File: config.mk
export PLATFORM = sky130hd
export DESIGN_NAME = fpu_issue_arbiter
export DESIGN_NICKNAME = d
export VERILOG_FILES = /design/src/rtl/fpu_issue_arbiter.sv
export SDC_FILE = /design/constraint.sdc
export NUM_CORES = 1
export LEC_CHECK = 0
export BUFFER_PORTS_ARGS = -buffer_cell sky130_fd_sc_hd__buf_2
export CAP_MARGIN = 5
export CORE_MARGIN = 5
export CORE_UTILIZATION = 35
export CTS_CLUSTER_SIZE = 25
export DETAILED_ROUTE_END_ITERATION = 8
export SLEW_MARGIN = 5
export SYNTH_ARGS = -nofsm -noshare
export SYNTH_HDL_FRONTEND = slang
export SYNTH_SLANG_ARGS = --single-unit
File: constraint.sdc
create_clock -name ACLK -period 7.1 [get_ports ACLK]
set_input_delay 0.71 -clock ACLK [delete_from_list [all_inputs] [get_ports ACLK]]
set_output_delay 0.71 -clock ACLK [all_outputs]
set_load 0.02 [all_outputs]
File: src/rtl/fpu_issue_arbiter.sv
// Round-robin issue arbiter sharing one non-stallable pipelined FMA unit among NREQ requesters.
// Results return through per-requester FIFOs; credits reserve a FIFO slot before each issue.
module fpu_issue_arbiter #(
    parameter int NREQ   = 4,
    parameter int LAT    = 2,
    parameter int QDEPTH = 4,
    parameter int IDW    = 2
) (
    input  logic                ACLK,
    input  logic                RST,
    input  logic [NREQ-1:0]     req_valid,
    output logic [NREQ-1:0]     req_ready,
    input  logic [2*NREQ-1:0]   req_op,
    input  logic [32*NREQ-1:0]  req_ex1,
    input  logic [32*NREQ-1:0]  req_ex2,
    input  logic [32*NREQ-1:0]  req_ex3,
    output logic [NREQ-1:0]     rsp_valid,
    input  logic [NREQ-1:0]     rsp_ready,
    output logic [32*NREQ-1:0]  rsp_data,
    output logic [1:0]          fpu_op,
    output logic [31:0]         fpu_ex1,
    output logic [31:0]         fpu_ex2,
    output logic [31:0]         fpu_ex3,
    output logic                fpu_issue,
    input  logic [31:0]         fpu_exd
);

    localparam int CW = $clog2(QDEPTH + 1);
    localparam int PW = (QDEPTH > 1) ? $clog2(QDEPTH) : 1;

    logic [IDW-1:0] r_rrPtr;
    logic [CW-1:0]  r_cnt [NREQ];
    logic [NREQ-1:0] w_elig;
    logic [NREQ-1:0] w_grant;
    logic [NREQ-1:0] w_push;
    logic [NREQ-1:0] w_pop;
    logic            w_anyGrant;
    logic [IDW-1:0]  w_grantId;

    logic [1:0]  r_fpuOp;
    logic [31:0] r_fpuEx1;
    logic [31:0] r_fpuEx2;
    logic [31:0] r_fpuEx3;
    logic        r_fpuIssue;

    logic [LAT:0]   r_tagValid;
    logic [IDW-1:0] r_tagId [LAT+1];

    logic [31:0]   r_mem   [NREQ][QDEPTH];
    logic [PW-1:0] r_wrPtr [NREQ];
    logic [PW-1:0] r_rdPtr [NREQ];
    logic [CW-1:0] r_occ   [NREQ];

    function automatic logic [IDW-1:0] wrapAdd(input logic [IDW-1:0] base, input int off);
        int s;
        s = int'(base) + off;
        if (s >= NREQ) s = s - NREQ;
        return IDW'(s);
    endfunction

    // Eligibility looks only at the registered credit count, so a pop never frees a slot the same cycle.
    always_comb begin
        w_elig = '0;
        for (int i = 0; i < NREQ; i++) begin
            w_elig[i] = req_valid[i] && (r_cnt[i] < CW'(QDEPTH));
        end
    end

    always_comb begin
        w_grant    = '0;
        w_anyGrant = 1'b0;
        w_grantId  = '0;
        for (int k = 0; k < NREQ; k++) begin
            if (!w_anyGrant && w_elig[wrapAdd(r_rrPtr, k)]) begin
                w_anyGrant = 1'b1;
                w_grantId  = wrapAdd(r_rrPtr, k);
            end
        end
        if (w_anyGrant) w_grant[w_grantId] = 1'b1;
    end

    assign req_ready = w_grant;

    always_ff @(posedge ACLK or posedge RST) begin
        if (RST) begin
            r_rrPtr <= '0;
        end else if (w_anyGrant) begin
            r_rrPtr <= wrapAdd(w_grantId, 1);
        end
    end

    always_ff @(posedge ACLK or posedge RST) begin
        if (RST) begin
            r_fpuOp    <= '0;
            r_fpuEx1   <= '0;
            r_fpuEx2   <= '0;
            r_fpuEx3   <= '0;
            r_fpuIssue <= 1'b0;
        end else if (w_anyGrant) begin
            r_fpuOp    <= req_op[2*w_grantId +: 2];
            r_fpuEx1   <= req_ex1[32*w_grantId +: 32];
            r_fpuEx2   <= req_ex2[32*w_grantId +: 32];
            r_fpuEx3   <= req_ex3[32*w_grantId +: 32];
            r_fpuIssue <= 1'b1;
        end else begin
            r_fpuOp    <= '0;
            r_fpuEx1   <= '0;
            r_fpuEx2   <= '0;
            r_fpuEx3   <= '0;
            r_fpuIssue <= 1'b0;
        end
    end

    assign fpu_op    = r_fpuOp;
    assign fpu_ex1   = r_fpuEx1;
    assign fpu_ex2   = r_fpuEx2;
    assign fpu_ex3   = r_fpuEx3;
    assign fpu_issue = r_fpuIssue;

    // The tail entry lines up with the FPU result; the push happens one edge later.
    always_ff @(posedge ACLK or posedge RST) begin
        if (RST) begin
            r_tagValid <= '0;
            for (int j = 0; j <= LAT; j++) r_tagId[j] <= '0;
        end else begin
            r_tagValid[0] <= w_anyGrant;
            r_tagId[0]    <= w_grantId;
            for (int j = 1; j <= LAT; j++) begin
                r_tagValid[j] <= r_tagValid[j-1];
                r_tagId[j]    <= r_tagId[j-1];
            end
        end
    end

    always_comb begin
        w_push    = '0;
        w_pop     = '0;
        rsp_valid = '0;
        rsp_data  = '0;
        for (int i = 0; i < NREQ; i++) begin
            w_push[i]    = r_tagValid[LAT] && (r_tagId[LAT] == IDW'(i));
            rsp_valid[i] = (r_occ[i] != '0);
            w_pop[i]     = rsp_valid[i] && rsp_ready[i];
            if (rsp_valid[i]) rsp_data[32*i +: 32] = r_mem[i][r_rdPtr[i]];
        end
    end

    always_ff @(posedge ACLK or posedge RST) begin
        if (RST) begin
            for (int i = 0; i < NREQ; i++) r_cnt[i] <= '0;
        end else begin
            for (int i = 0; i < NREQ; i++) begin
                case ({w_grant[i], w_pop[i]})
                    2'b10:   r_cnt[i] <= r_cnt[i] + 1'b1;
                    2'b01:   r_cnt[i] <= r_cnt[i] - 1'b1;
                    default: r_cnt[i] <= r_cnt[i];
                endcase
            end
        end
    end

    always_ff @(posedge ACLK or posedge RST) begin
        if (RST) begin
            for (int i = 0; i < NREQ; i++) begin
                r_wrPtr[i] <= '0;
                r_rdPtr[i] <= '0;
                r_occ[i]   <= '0;
            end
        end else begin
            for (int i = 0; i < NREQ; i++) begin
                if (w_push[i]) begin
                    assert (r_occ[i] != CW'(QDEPTH));
                    r_wrPtr[i] <= (r_wrPtr[i] == PW'(QDEPTH - 1)) ? '0 : r_wrPtr[i] + 1'b1;
                end
                if (w_pop[i]) begin
                    r_rdPtr[i] <= (r_rdPtr[i] == PW'(QDEPTH - 1)) ? '0 : r_rdPtr[i] + 1'b1;
                end
                case ({w_push[i], w_pop[i]})
                    2'b10:   r_occ[i] <= r_occ[i] + 1'b1;
                    2'b01:   r_occ[i] <= r_occ[i] - 1'b1;
                    default: r_occ[i] <= r_occ[i];
                endcase
            end
        end
    end

    always_ff @(posedge ACLK) begin
        for (int i = 0; i < NREQ; i++) begin
            if (w_push[i]) r_mem[i][r_wrPtr[i]] <= fpu_exd;
        end
    end

endmodule

# Yosys cells after proc, flatten, opt, wreduce, memory -nomap -nowiden
# Memory sizes are Yosys's and may differ from the RTL's.
# Cells that the tools add are included.
# word_totals
out_inout_bits,235
mem_count,1
wordCells,251
reg_bits,150
in_bits,434
ram_bits,512
# mem_list
name,words,word_bits,rd,rd_ports_with_merged_regs,write_ports,line,text
r_mem,4,128,4,0,1,49,logic [31:0] r_mem [NREQ][QDEPTH];
# classes
addsub,33
n_mux,86
n_reduce_logical,39
shifts,4
eq_ne,27
bitwise_logic,8
n_lt_le_gt_ge,27
# op_table
cell,n
2-to-1 mux 128 bit,10
2-to-1 mux 32 bit,19
OR reduction 128 bit,3
variable part select 128 x 8 -> 32 bit,3
binary-select mux 32 bit (select 2 bit),4
demux 32 bit (select 2 bit),4
one-hot mux 3 bit (2 select lines),8
2-to-1 mux 2 bit,21
== test 2 bit (second input constant),18
greater-or-equal comparator 3 bit (second input constant),12
adder 3 x 1 -> 3 bit (second input constant),8
NOT 2 -> 3 bit,8
subtractor 3 x 1 -> 3 bit (second input constant),8
logical AND 1 bit,20
== test 2 x 1 -> 1 bit (second input constant),9
adder 2 x 1 -> 2 bit (second input constant),8
nonzero test 2 bit,8
less-than comparator 2 x 3 -> 1 bit (second input constant),5
2-to-1 mux 1 bit,14
less-than comparator 3 x 1 -> 1 bit (second input constant),4
less-than comparator 3 bit (second input constant),4
nonzero test 3 bit,4
subtractor 2 x 1 -> 2 bit (second input constant),5
binary-select mux 1 bit (select 2 bit),4
other kinds (9),13

# Depth between registers and ports, before layout
# logic_depth
ltp_word,21
ltp_mapped,12
depth_no_buf,10

# Least setup slack after synthesis
# OpenSTA, ideal clock, no wires.
# synth_path
path_type,input -> register
start,input port req_valid[3]
end,register r_cnt[8] in the netlist's numbering
required_ns,6.975
arrival_ns,2.669
slack_ns,4.306
setup_ns,0.125
path_buffers,1
cell_stages,11
path_cell_list,nor2b_4 nor2_1 a21oi_4 buf_6 nor2_1 inv_1 ha_1 fa_1 xnor2_1 nor2_1 xor2_1
# synth_via
elab_chain_cells,20
elab_cells_between_ends,33
cone_classes,2 x order compare; 2 x eq/ne; 20 x mux; 9 x reduce/logical
# synth_lines
element,line,text
from (decl),11,"input logic [NREQ-1:0] req_valid,"
logical AND 1 bit *,65,w_elig[i] = req_valid[i] && (r_cnt[i] < CW'(QDEPTH));
binary-select mux 1 bit (select 2 bit),74,"if (!w_anyGrant && w_elig[wrapAdd(r_rrPtr, k)]) begin"
2-to-1 mux 1 bit (implied by the code),74,
2-to-1 mux 1 bit,74,
logical NOT 1 bit,74,
logical AND 1 bit,74,
2-to-1 mux 1 bit,74,
logical NOT 1 bit,74,
[... 5 more ...],-,
less-than comparator 2 x 3 -> 1 bit (implied by the code) or greater-or-equal comparator 2 x 1 -> 1 bit (tied branches),79,if (w_anyGrant) w_grant[w_grantId] = 1'b1;
logical AND 1 bit (implied by the code),79,
2-to-1 mux 1 bit (implied by the code),79,
demux 1 bit (select 2 bit),79,
2-to-1 mux 4 bit *,79,
named net req_ready[1],12,"output logic [NREQ-1:0] req_ready,"
== test 2 x 1 -> 1 bit or == test 2 bit (tied branches),153,"case ({w_grant[i], w_pop[i]})"
one-hot mux 3 bit (2 select lines) or nonzero test 2 bit (tied branches),-,
"to (signal, indexed assignment)",154,2'b10: r_cnt[i] <= r_cnt[i] + 1'b1;
"to (signal, indexed assignment)",155,2'b01: r_cnt[i] <= r_cnt[i] - 1'b1;
"to (signal, indexed assignment)",156,default: r_cnt[i] <= r_cnt[i];
to (decl),32,logic [CW-1:0] r_cnt [NREQ];
# Mark *: on every way through the listed nets, which the timed path passes. The rest lies on a longest branch. The select of a mux whose other input is x is not followed.
# A chain may end at the register's enable or synchronous reset.

# Worst setup path in the final report
# layout_path
start,register r_cnt[5] in the netlist's numbering
end,output port req_ready[2]
# layout_via
elab_chain_cells,19
elab_cells_between_ends,30
cone_classes,3 x order compare; 19 x mux; 8 x reduce/logical
# layout_lines
element,line
less-than comparator 3 bit *,65
logical AND 1 bit *,65
binary-select mux 1 bit (select 2 bit),74
2-to-1 mux 1 bit (implied by the code),74
2-to-1 mux 1 bit,74
logical NOT 1 bit,74
logical AND 1 bit,74
2-to-1 mux 1 bit,74
[... 3 more ...],-
logical NOT 1 bit,74
logical AND 1 bit,74
2-to-1 mux 2 bit,74
less-than comparator 2 x 3 -> 1 bit (implied by the code) or greater-or-equal comparator 2 x 1 -> 1 bit (tied branches),79
logical AND 1 bit (implied by the code),79
2-to-1 mux 1 bit (implied by the code),79
demux 1 bit (select 2 bit),79
2-to-1 mux 4 bit *,79
to (decl),12
# Mark *: on every way between the ends. The rest lies on a longest branch, timed or not. The select of a mux whose other input is x is not followed.

==> results.txt <==
Outcome -> finished, final reports clean
Fin crit share -> 51.7%
Slowest CP cell -> a21oi_4
Arr. time, crit path -> 2960 ps
Vias -> 16,600
Drt pass-1 iters -> 7
Synth top area share -> 56.0%
Initial drt markers -> 1,002
Post-Synth Simple-Gate Area -> 4.24%
#FFs+latches synth -> 661
Share of cells above drive strength 1 -> 43.1%
Synth warn -> 0
Die Height -> 290 µm
Via/cell ratio -> 5.08
Clock tree buffer depth -> 3
Most common cell in the netlist -> edfxtp_1
Post-synthesis compound-gate area fraction -> 2.76%
Final cell area excluding filler cells -> 0.0343 mm²
Required @ worst endpoint -> 6390 ps
Post-synthesis mux area share -> 18.1%
Gp weighted congestion -> 0.991
ANT nets after route -> 0
Post-Synth Adder-Cell Area -> 1.86%
CTS Buf Count -> 75
Crit path time final -> 3670 ps
CP dominant cell by count -> nor2_1
Netlist Area Pre-Place -> 0.0274 mm²
Largest net degree at the start of global routing -> 112
Post_cts resized -> 0
Clk Latency, worst-skew pair -> 610 ps
CTS Sinks -> 661
Site row count -> 102
GR Overflow Total -> 0
Max stage delay on crit path -> 540 ps
Die X-Extent -> 290 µm
Unrepaired setup endpoints after global routing -> no
Final wirelength -> 94,900 µm
Maximum vdd drop -> 0.255 mV
Cell variety after synth -> 41
Root buf cell -> clkbuf_16
Slew HR -> 26.1%
Post-synthesis cell type with the largest combined area -> edfxtp_1
Measured slew at the worst slew-check pin -> 1110 ps
Area contributors post-synth -> edfxtp_1 (56%), dfrtp_1 (14%), mux4_2 (11%)
Cell Pwr Density -> 466 mW/mm²
P&R area growth vs syn -> 24.8%
Count of final hold-check violations -> 0
Setup violations, final -> 0
First-pass GRT wire length -> 134,000 µm
Initial antenna violation count -> 41
Maximum clock rate -> 272 MHz
Cts hold-fix bufs -> 0
Initial Util -> 35.4%
Worst-case clock skew -> 17.3 ps
Average wire per standard cell -> 29.0 µm
Post-Synth XOR/XNOR Area -> 0.766%
Crit path max fanout -> 111
Cells after Synth -> 1,498
Worst Setup End Kind -> output pin
Leakage -> 13.3 nW
Setup TNS -> 0 ps
CTS HTree Levels -> 3
Top-Level Pins -> 669
Final #Nets -> 2,634
Post-synth EDFFs -> 512
Synth Area per Inst -> 18.3 µm²
Critical path class -> reg2out
Reg clk slew, reported paths -> 60 ps
Setup repair bufs after CTS -> 0
Fin. max-slew vios -> 0
CP startpoint kind -> flop
Min-delay worst type -> in2async
Post-Syn Nets -> 1,968
GRT Total Usage -> 22.0%
Dpl hpwl -> 68,500 µm
Total core area -> 0.0776 mm²
CTS tree -> built
Top post-synthesis cells by count -> edfxtp_1 (512), mux2i_1 (200), dfrtp_1 (149)
Register area share after synthesis -> 69.6%
PortBufs -> 668
Number of global-route vias before repair -> 18,000
Async set or reset register ratio after synthesis -> 22.5%
Max-cap violations -> 0
Die Area -> 0.0841 mm²
Dpl cell area -> 0.0317 mm²
DRC -> 0
Main synth FF type -> edfxtp_1
Cells along the critical path -> nor2b_1 > nor2_1 > a21oi_4 > buf_12 > inv_2 > nor2_1 > buf_2
Main combinational cell family by area after synthesis -> multiplexers
-- power breakdown --
part	internal [W]	leakage (nW)	switching (W)
Sequential	0.00506	6.44	0.000502
Clock	0.00240	1.22	0.00158
Combinational	0.00251	5.65	0.00391
Total	0.00997	13.3	0.00599
-- placed cells by master, fill, tap and decap left out, types with 2 or more instances in the layout --
master	netlist	final
a21oi_1	2	2
clkinv_16	0	2
clkinvlp_4	0	3
and2_1	145	129
mux2i_1	200	200
dfrtp_2	0	8
ha_1	28	28
o21ai_2	2	2
clkinv_1	0	17
clkinv_2	0	7
clkinv_8	0	2
nor3_1	4	4
or3_1	8	8
diode_2	0	18
clkbuf_1	30	12
nor2b_1	2	2
inv_2	2	2
nand2b_1	2	2
fa_1	8	8
o22ai_1	98	98
inv_1	33	32
and2_2	0	16
dfrtp_1	149	141
bufinv_16	0	11
mux4_2	128	128
mux2_2	8	8
xor2_1	11	11
o21ai_0	8	8
edfxtp_1	512	512
a21o_1	4	4
buf_4	1	13
xnor2_1	13	13
nand2_1	13	12
clkbuf_16	0	77
buf_2	40	668
nor2_1	14	14
-- layer usage --
metal  global-route usage [%]  part of all wire, %
met3                     5.61                  7.3
met4                     8.81                  4.4
met1                     24.4                   35
met2                     40.3                   54
met5                        0                0.047
-- registers in the layout, summed over array words and instances (netlist names) --
name        count
fpu_ex1        32
fpu_ex2        32
fpu_ex3        32
fpu_op          2
r_cnt          12
r_mem         512
r_occ          12
r_rdPtr         8
r_rrPtr         2
r_tagId         6
r_tagValid      3
r_wrPtr         8
-- cells by family (layout without fill, tap and decap cells) --
logic type,count (synthesis),in the layout
DFF,661,661
AOI/OAI and AO/OA,118,118
adders and majority gates,36,36
muxes,336,336
other,0,18
xor gates and xnor gates,24,24
buffers and inverters,128,850
and+or+nand+nor,195,195
-- through the flow --
stage | total power [W] | hold slack [ps] | util (%) | std cells | setup slack, ps
floorplan | 0.00986 | 331 | - | 1498 | 2380
global placement | 0.0121 | 335 | 40.8 | 3127 | 3450
detailed placement | 0.0122 | 338 | 40.8 | 3127 | 3390
CTS | 0.0162 | 317 | 44.1 | 3260 | 3290
global route | 0.0168 | 342 | 44.1 | 3270 | 3180
finish | 0.0160 | 273 | 44.2 | 3278 | 3430
-- worst max-delay path: cells and delay by family, from the launching register on --
| family | cells | cell delay, ps |
|---|---|---|
| buffers and inverters | 3 | 880 |
| AND/OR/NAND/NOR | 3 | 520 |
| AO/OA/AOI/OAI | 1 | 540 |
| flip-flops | 1 | 400 |
-- layout make-up --
cell class / count / area, µm²
Clock buffer: 89 / 1970
Inverter: 35 / 136
Fill cell: 7011 / 43300
Sequential cell: 661 / 19100
Tap cell: 1040 / 1300
Multi-Input combinational cell: 709 / 7660
Timing Repair Buffer: 682 / 3460
Clock inverter: 44 / 573
Antenna cell: 18 / 45.0
-- final timing paths --
kind / startpoint / endpoint / slack (ps) / cells after the start
setup / recovery: r_cnt[5] / req_ready[2] / 3430 / 7
hold / removal: RST / fpu_ex3[22] / 270 / 2
setup reg to reg: r_cnt[5] / fpu_ex3[17] / 3770 / 7
hold reg to reg: r_tagId[3] / r_tagId[1] / 350 / 0
max in group asynchronous: RST / r_rdPtr[0] / 5270 / 3
min in group ACLK: r_tagId[3] / r_tagId[1] / 350 / 0
Note: power is estimated with default switching activity, not from simulation.
